<file path="config.mk">
export PLATFORM = sky130hd
export DESIGN_NAME = mult_div_unit
export DESIGN_NICKNAME = d
export VERILOG_FILES = /design/src/rtl/mult_div_unit.sv
export SDC_FILE = /design/constraint.sdc
export NUM_CORES = 1
export LEC_CHECK = 0
export CAP_MARGIN = 10
export CORE_MARGIN = 5
export CORE_UTILIZATION = 54
export DETAILED_ROUTE_END_ITERATION = 8
export PLACE_DENSITY_LB_ADDON = 0.3
export SLEW_MARGIN = 10
export SYNTH_ARGS = -nofsm -noshare
export SYNTH_HDL_FRONTEND = slang
export SYNTH_SLANG_ARGS = --single-unit
</file>
<file path="constraint.sdc">
create_clock -name clock -period 5.06 [get_ports clock]
set_input_delay 1.518 -clock clock [delete_from_list [all_inputs] [get_ports clock]]
set_output_delay 1.518 -clock clock [all_outputs]
set_load 0.005 [all_outputs]
</file>
<file path="src/rtl/mult_div_unit.sv">
// Iterative 32-bit multiply/divide unit: radix-2 shift-add multiply and restoring divide,
// one iteration per cycle, results published on HI/LO with a one-cycle done pulse.
module mult_div_unit (
    input  logic        clock,
    input  logic        reset,
    input  logic        start,
    input  logic [1:0]  op,
    input  logic [31:0] ALUin1,
    input  logic [31:0] ALUin2,
    output logic        busy,
    output logic        done,
    output logic [31:0] hi,
    output logic [31:0] lo,
    output logic        div_by_zero
);

    typedef enum logic [1:0] {IDLE, CALC, DONE} state_t;

    state_t      state;
    logic [1:0]  opreg;
    logic [31:0] opnd;
    logic [63:0] acc;
    logic [4:0]  count;
    logic        negres;
    logic        negrem;

    logic        sgn1, sgn2;
    logic [31:0] mag1, mag2;
    logic [32:0] addsum, shifted, diff;
    logic [63:0] accnext, prod;
    logic [31:0] quo, rmd;

    // op[0]=0 selects the signed flavours, which work on magnitudes
    assign sgn1 = ~op[0] & ALUin1[31];
    assign sgn2 = ~op[0] & ALUin2[31];
    assign mag1 = sgn1 ? -ALUin1 : ALUin1;
    assign mag2 = sgn2 ? -ALUin2 : ALUin2;

    // acc holds {partial product, multiplier} or {remainder, dividend/quotient}
    always_comb begin
        addsum  = {1'b0, acc[63:32]} + {1'b0, (acc[0] ? opnd : 32'd0)};
        shifted = {acc[63:32], acc[31]};
        diff    = shifted - {1'b0, opnd};
        accnext = {addsum, acc[31:1]};
        if (opreg[1]) begin
            if (!diff[32])
                accnext = {diff[31:0], acc[30:0], 1'b1};
            else
                accnext = {shifted[31:0], acc[30:0], 1'b0};
        end
        prod = negres ? -accnext : accnext;
        quo  = negres ? -accnext[31:0] : accnext[31:0];
        rmd  = negrem ? -accnext[63:32] : accnext[63:32];
    end

    always_ff @(posedge clock) begin
        if (reset) begin
            state       <= IDLE;
            count       <= 5'd0;
            hi          <= 32'd0;
            lo          <= 32'd0;
            busy        <= 1'b0;
            done        <= 1'b0;
            div_by_zero <= 1'b0;
            opreg       <= 2'd0;
            opnd        <= 32'd0;
            acc         <= 64'd0;
            negres      <= 1'b0;
            negrem      <= 1'b0;
        end else begin
            case (state)
                IDLE: begin
                    if (start) begin
                        opreg       <= op;
                        count       <= 5'd0;
                        negres      <= sgn1 ^ sgn2;
                        negrem      <= sgn1;
                        div_by_zero <= 1'b0;
                        if (op[1] && ALUin2 == 32'd0) begin
                            state       <= DONE;
                            done        <= 1'b1;
                            hi          <= ALUin1;
                            lo          <= 32'hFFFF_FFFF;
                            div_by_zero <= 1'b1;
                        end else begin
                            state <= CALC;
                            busy  <= 1'b1;
                            opnd  <= op[1] ? mag2 : mag1;
                            acc   <= op[1] ? {32'd0, mag1} : {32'd0, mag2};
                        end
                    end
                end
                CALC: begin
                    acc   <= accnext;
                    count <= count + 5'd1;
                    if (count == 5'd31) begin
                        state <= DONE;
                        busy  <= 1'b0;
                        done  <= 1'b1;
                        if (opreg[1]) begin
                            hi <= rmd;
                            lo <= quo;
                        end else begin
                            {hi, lo} <= prod;
                        end
                    end
                end
                DONE: begin
                    state <= IDLE;
                    done  <= 1'b0;
                end
                default: begin
                    state <= IDLE;
                    busy  <= 1'b0;
                    done  <= 1'b0;
                end
            endcase
        end
    end

endmodule

</file>
* After elaboration in Yosys (flattened, before gate mapping)
Cells that the tools add are included.
** Storage, ports and cells
- Input port bits :: 69
- Bits in writable memories :: 0
- Logic and storage cells :: 83
- Memory bits (read-only) :: 0
- Output and inout bits :: 67
- Bits in registers :: 174
- Bits in latches :: 0
- Memories :: 0
** Cells by class
- Bitwise logic cells :: 6
- Divide/modulo/power cells :: 0
- Order comparisons :: 0
- Mux-type cells :: 38
- $mul :: 0
- $add $sub $neg :: 8
- Reductions and logical operators :: 12
- Equality and inequality tests :: 7
- Shift-type cells :: 0
** Operators by type and width (count)
- $mux 32 :: 15
- $mux 64 :: 5
- $neg 32->32 :: 4
- $pmux 32 s2 :: 2
- $pmux 64 s2 :: 1
- $neg 64->64 :: 1
- $add 32x32->33 :: 1
- $sub 33x32->33 :: 1
- $logic_not 32->1 :: 1
- $pmux 5 s2 :: 1
- $reduce_and 3->1 :: 3
- $ne 2x2->1 const B :: 4
- $reduce_and 4->1 :: 2
- $mux 1 :: 7
- $mux 2 :: 3
- $reduce_and 2->1 :: 3
- $add 5x1->5 const B :: 1
- $eq 5x5->1 const B :: 1
- $mux 5 :: 1
- $pmux 2 s2 :: 1
- $not 1->1 :: 3
- $pmux 1 s3 :: 1
- $and 1x1->1 :: 2
- $eq 2x1->1 const B :: 1
- other kinds (6) :: 6

* Depth between registers and ports, before layout
- Depth in word-level cells :: 8
- Mapped depth :: 28

* Worst setup path before layout
No wires, ideal clock.
- Path kind :: register to register
- Start :: reg acc[31]
- End :: reg hi[26]
- Stages on the path, launching flop included :: 28
- Arrival time :: 4.752 ns
- Period minus slack after synthesis :: 4.880 ns
- Data required time :: 4.932 ns
- Buffers on the path :: 2
- Slack :: 0.180 ns
- Cells stage by stage :: dfxtp_1 -> inv_1 -> ha_1 -> inv_1 -> fa_1 -> a211oi_1 -> o211ai_1 -> nand3_2 -> a21bo_1 -> buf_6 -> a21oi_4 -> buf_6 -> nor3_1 -> a21o_1 -> inv_1 -> ha_1 -> o21ai_0 -> or4_1 -> nor2_1 -> nand4_1 -> nor3_1 -> o21ai_0 -> o31ai_1 -> a31o_2 -> a41oi_1 -> xor2_1 -> a221oi_1 -> nor2_1
** On the way
- Longest elaborated chain between the ends :: 8
** RTL lines
- start: declaration :: line 22 : logic [63:0] acc;
- start signal: assignment :: line 89 : acc <= op[1] ? {32'd0, mag1} : {32'd0, mag2};
- start signal: assignment :: line 94 : acc <= accnext;
- $sub 33x32->33 :: line 43 : diff = shifted - {1'b0, opnd};
- $mux 64 :: line 46 : if (!diff[32])
- $mux 64 * :: line 45 : if (opreg[1]) begin
- $neg 64->64 / $neg 32->32 (equally long branches) :: line 51, 53
- $mux 64 / $mux 32 (equally long branches) :: line 51, 53
- $mux 32 * :: line 100 : if (opreg[1]) begin
- $mux 32 * :: line 96 : if (count == 5'd31) begin
- $pmux 32 s2 * :: line 71 : case (state)
- end signal: assignment :: line 82 : hi <= ALUin1;
- end signal: assignment :: line 101 : hi <= rmd;
- end signal: assignment :: line 104 : {hi, lo} <= prod;
- end: declaration :: line 12 : output logic [31:0] hi,
Mark *: on every way between the ends. The rest lies on a longest branch, timed or not. The select of a mux whose other input is x is not followed.
A chain may end at the register's enable or synchronous reset.

* Final worst setup path
- Start :: reg acc[31]
- End :: reg hi[14]
Same word-level chain as after synthesis.

==> qor.log <==
[synth] per-instance average area after synthesis 7.191 um2
[cts] clock tree from TritonCTS yes
[sta] Slew @ Worst Pin 1.031 ns
[sta] slack of the critical path 0.01526 ns
[setup_path] critical path launch point type register
[cells_and_area] proportion of layout cells with a drive suffix above 1 0.1527
[power] overall power of the completed layout 0.005022 W
[sta] final-report setup violation count 0
[placement] pre-CTS worst setup slack -0.1823 ns
[sta] time the final worst path needs with I/O delays and setup 5.045 ns
[drt] Post-Route WL 68.26 mm
[floorplan] I/O pins 136
[global_route] global-route met3 utilization 0.1060
[power] power density normalized to cell area 251.2 nW/um2
[cts] number of clock sinks 173
[cts] clk_lat worst skew 0.47 ns
[cells_and_area] area growth from synthesis to layout 25.52%
[setup_path] CP max FO 3
[synth] distinct cell type count of the synthesized netlist 102
[setup_path] kind of critical path reg2reg
[floorplan] initial cell density of the core 0.5505
[global_route] global route hottest layer met2
[synth] Syn Std Cell Area 15930 um2
[drt] total iterations of the first detailed-routing run 8
[drt] WL/cell 23.93 um
[cts] root buf cell sky130_fd_sc_hd__clkbuf_16
[cells_and_area] fill cell count 2460
[global_route] leftover overflow at the end of global routing 0
[synth] primary flip-flop cell chosen by synthesis mapping sky130_fd_sc_hd__dfxtp_1
[global_route] number of antenna violations at the first check in global routing 0
[cts] H-tree level count 4
[floorplan] floorplan die area 33030 um2
[setup_path] arrival time worst endpoint 5.40 ns
[global_route] pin count of the biggest net entering global routing 128
[synth] Mapped Nets 2356
[synth] share of synthesized registers carrying an async set or reset 0
[global_route] via count of the first global-routing pass 17630
[global_route] met1 usage in global routing 0.5551
[synth] top cell type by total area after synthesis sky130_fd_sc_hd__dfxtp_1
[sta] worst-case headroom to the max-slew limit 0.3128
[power] leakage power 7.813 nW
[job] maximum capacitance violations 0
[synth] flip-flop and latch count after synthesis 173
[sta] worst clock skew on the final layout 0.01861 ns
[placement] number of port buffers 135
[floorplan] area of the placeable core 28940 um2
[floorplan] DIE HEIGHT 181.8 um
[global_route] first-pass GRT wire length 103.3 mm
[setup_path] WP data required 5.41 ns
[drt] average vias per placed instance 6.713
[cells_and_area] Register Area 3472 um2
[drt] # DRC 0
[synth] number of enable flip-flop cells after synthesis 0
[placement] DP HPWL 52.02 mm
[cts] TritonCTS buffer count 17
[sta] part of the cycle the worst path needs 0.9970
[placement] GPL Wtd Cong 1.022
[cells_and_area] Net count, final 2597
[global_route] GRT Total Usage 0.3933
[sta] pins over their slew limit 0
[power] worst supply voltage drop on vdd 0.2569 mV
[global_route] met2 usage in global routing 0.5665
[cts] Max clock buf depth 2
[drt] Via Count 19150
[synth] cells taking the most area after synthesis sky130_fd_sc_hd__dfxtp_1 22%, sky130_fd_sc_hd__nor2_1 6.4%, sky130_fd_sc_hd__a21oi_1 6.2%
[floorplan] row cnt 62
[synth] number of warnings reported in the yosys synthesis log 0
[drt] antenna-violating nets left 0
[floorplan] Die X 181.8 um
[synth] fraction of the yosys area taken by sequential cells 0.2174
[outcome] run status complete, no violations
[hold_path] Hold Crit Class reg2reg
[cells_and_area] area used by multi-input combinational logic 11960 um2
[sta] maximum clock frequency 198.2 MHz
[sta] total count of hold-check failures in the final report 0
[sta] unrepaired setup endpoints after global routing true
[setup_path] category of the worst setup path capture point register
[cells_and_area] antenna cell count 0
[synth] share of Yosys cell area claimed by the top area cell type 0.2174
[cts] clock-pin transition on the worst setup and hold timing paths 0.08 ns
[drt] 1st-iter DRT viols 2767
[synth] instance count of the mapped netlist 2215
[synth_stat cells (5+ instances only)]
| library cell | instances |
|---|---|
| sky130_fd_sc_hd__nor2_1 | 270 |
| sky130_fd_sc_hd__nand2_1 | 236 |
| sky130_fd_sc_hd__a21oi_1 | 197 |
| sky130_fd_sc_hd__dfxtp_1 | 173 |
| sky130_fd_sc_hd__o21ai_0 | 124 |
| sky130_fd_sc_hd__a211oi_1 | 96 |
| sky130_fd_sc_hd__clkbuf_1 | 92 |
| sky130_fd_sc_hd__xnor2_1 | 85 |
| sky130_fd_sc_hd__xor2_1 | 75 |
| sky130_fd_sc_hd__nor3_1 | 74 |
| sky130_fd_sc_hd__inv_1 | 73 |
| sky130_fd_sc_hd__ha_1 | 70 |
| sky130_fd_sc_hd__o211ai_1 | 48 |
| sky130_fd_sc_hd__and2_1 | 43 |
| sky130_fd_sc_hd__mux2i_1 | 42 |
| sky130_fd_sc_hd__nand3_1 | 41 |
| sky130_fd_sc_hd__a31oi_1 | 33 |
| sky130_fd_sc_hd__buf_2 | 29 |
| sky130_fd_sc_hd__a311oi_1 | 25 |
| sky130_fd_sc_hd__nand4_1 | 21 |
| sky130_fd_sc_hd__nor4_1 | 21 |
| sky130_fd_sc_hd__o221ai_1 | 21 |
| sky130_fd_sc_hd__a21o_1 | 19 |
| sky130_fd_sc_hd__and3_1 | 18 |
| sky130_fd_sc_hd__o31ai_1 | 16 |
| sky130_fd_sc_hd__nor2b_1 | 15 |
| sky130_fd_sc_hd__o21a_1 | 14 |
| sky130_fd_sc_hd__mux2_2 | 13 |
| sky130_fd_sc_hd__a22oi_1 | 12 |
| sky130_fd_sc_hd__buf_1 | 12 |
| sky130_fd_sc_hd__nor3b_1 | 11 |
| sky130_fd_sc_hd__o21ai_1 | 11 |
| sky130_fd_sc_hd__or4_1 | 11 |
| sky130_fd_sc_hd__a41oi_1 | 10 |
| sky130_fd_sc_hd__o21bai_1 | 10 |
| sky130_fd_sc_hd__or3_1 | 10 |
| sky130_fd_sc_hd__or2_2 | 7 |
| sky130_fd_sc_hd__a221oi_1 | 6 |
| sky130_fd_sc_hd__o211a_1 | 6 |
| sky130_fd_sc_hd__buf_4 | 5 |
| sky130_fd_sc_hd__nand2b_1 | 5 |
[registers in the layout, summed over array words and instances (netlist names)]
| register | count |
|---|---|
| count | 5 |
| state | 2 |
| opreg | 1 |
| acc | 64 |
| opnd | 32 |
| hi | 32 |
| done | 1 |
| negrem | 1 |
| negres | 1 |
| busy | 1 |
| div_by_zero | 1 |
| lo | 32 |
[per-stage QoR]
step           cells  hold slack [ns]  area [um2]    util  setup TNS (ns)
5_1_grt         2853           0.4787       19990  0.6910          -1.211
2_1_floorplan   2215           0.4345       15930       -               0
3_5_place_dp    2813           0.4482       18870  0.6520         -0.6260
3_3_place_gp    2813           0.4453       18870  0.6520        -0.08189
4_1_cts         2846           0.4616       19620  0.6781       -0.001375
6_report        2853           0.4633       19990  0.6910               0
[worst max-delay path, stage by stage (launching register included)]
cell and delay [ns]:
sky130_fd_sc_hd__dfxtp_2 0.34, sky130_fd_sc_hd__inv_2 0.06, sky130_fd_sc_hd__ha_4 0.13, sky130_fd_sc_hd__inv_2 0.04, sky130_fd_sc_hd__fa_2 0.37, sky130_fd_sc_hd__a211oi_2 0.24
sky130_fd_sc_hd__o211ai_1 0.17, sky130_fd_sc_hd__nand3_2 0.19, sky130_fd_sc_hd__a21boi_4 0.08, sky130_fd_sc_hd__nor3_4 0.21, sky130_fd_sc_hd__nor3_4 0.09, sky130_fd_sc_hd__a21o_1 0.19
sky130_fd_sc_hd__inv_2 0.08, sky130_fd_sc_hd__ha_4 0.13, sky130_fd_sc_hd__o21ai_2 0.05, sky130_fd_sc_hd__or4_4 0.59, sky130_fd_sc_hd__nor2_4 0.12, sky130_fd_sc_hd__nand4_1 0.26
sky130_fd_sc_hd__nor3_2 0.25, sky130_fd_sc_hd__o21ai_1 0.11, sky130_fd_sc_hd__o31ai_1 0.25, sky130_fd_sc_hd__buf_4 0.17, sky130_fd_sc_hd__a31o_4 0.11, sky130_fd_sc_hd__buf_6 0.10
sky130_fd_sc_hd__a21oi_1 0.07, sky130_fd_sc_hd__xnor2_1 0.16, sky130_fd_sc_hd__o221ai_1 0.27, sky130_fd_sc_hd__nand2_1 0.08
[area by class of cell]
| cell class | instances | share of cell area |
|---|---|---|
| Clock buffer | 20 | 0.02284 |
| Tap cell | 384 | 0.02403 |
| Inverter | 74 | 0.01389 |
| Sequential cell | 173 | 0.1737 |
| Clock inverter | 12 | 0.01158 |
| Timing Repair Buffer | 363 | 0.1559 |
| Multi-Input combinational cell | 1827 | 0.5981 |
[power breakdown]
group	switching, W	leakage, nW	internal (W)
logic	0.00119	6.07	0.000730
registers	0.0000676	1.41	0.00142
clock network	0.000655	0.337	0.000961
[worst paths after layout]
check               start      to  slack, ns  cells past startpoint
setup reg to reg  acc[31]  hi[14]       0.02                     27
hold / removal     hi[10]  hi[10]       0.46                      2
setup / recovery  acc[31]  hi[14]       0.02                     27
hold reg to reg    hi[10]  hi[10]       0.46                      2
[metal layers]
metal,part of all wire,vias to the layer above
li1,-,8607
met1,0.41,8944
met5,0,-
met3,0.13,206
met4,0.047,0
met2,0.41,1395
[cell usage in the layout (no fill, tap or decap), types with 12 or more instances in the layout]
cell	netlist	routed
sky130_fd_sc_hd__nor2_1	270	266
sky130_fd_sc_hd__nand2_1	236	235
sky130_fd_sc_hd__buf_4	5	222
sky130_fd_sc_hd__a21oi_1	197	191
sky130_fd_sc_hd__dfxtp_1	173	168
sky130_fd_sc_hd__clkdlybuf4s50_1	0	133
sky130_fd_sc_hd__o21ai_0	124	121
sky130_fd_sc_hd__a211oi_1	96	94
sky130_fd_sc_hd__xnor2_1	85	84
sky130_fd_sc_hd__xor2_1	75	74
sky130_fd_sc_hd__inv_1	73	69
sky130_fd_sc_hd__nor3_1	74	68
sky130_fd_sc_hd__ha_1	70	60
sky130_fd_sc_hd__o211ai_1	48	48
sky130_fd_sc_hd__and2_1	43	42
sky130_fd_sc_hd__mux2i_1	42	42
sky130_fd_sc_hd__nand3_1	41	41
sky130_fd_sc_hd__a31oi_1	33	33
sky130_fd_sc_hd__a311oi_1	25	25
sky130_fd_sc_hd__nand4_1	21	21
sky130_fd_sc_hd__nor4_1	21	20
sky130_fd_sc_hd__a21o_1	19	19
sky130_fd_sc_hd__o221ai_1	21	19
sky130_fd_sc_hd__and3_1	18	18
sky130_fd_sc_hd__clkbuf_16	0	17
sky130_fd_sc_hd__o31ai_1	16	16
sky130_fd_sc_hd__o21a_1	14	14
sky130_fd_sc_hd__nor2b_1	15	14
sky130_fd_sc_hd__mux2_2	13	13
sky130_fd_sc_hd__a22oi_1	12	12
[cells by family after synthesis]
| group | Yosys count | synth area share |
|---|---|---|
| adder cells (fa/ha/maj) | 72 | 0.05750 |
| AO/OA/AOI/OAI | 720 | 0.3019 |
| flip-flops | 173 | 0.2174 |
| AND/OR/NAND/NOR | 819 | 0.2432 |
| multiplexers | 56 | 0.03652 |
| buffers and inverters | 215 | 0.05553 |
| XOR/XNOR | 160 | 0.08797 |
[repair_timing]
action | 4_1_cts | 5_1_grt
setup endpoints to repair | 11 | 17
hold buffers | 0 | 0
setup buffers | 1 | 7
pin swaps | 14 | 30
resized for setup | 15 | 58
No activity file was read; power rests on OpenSTA's default activity.
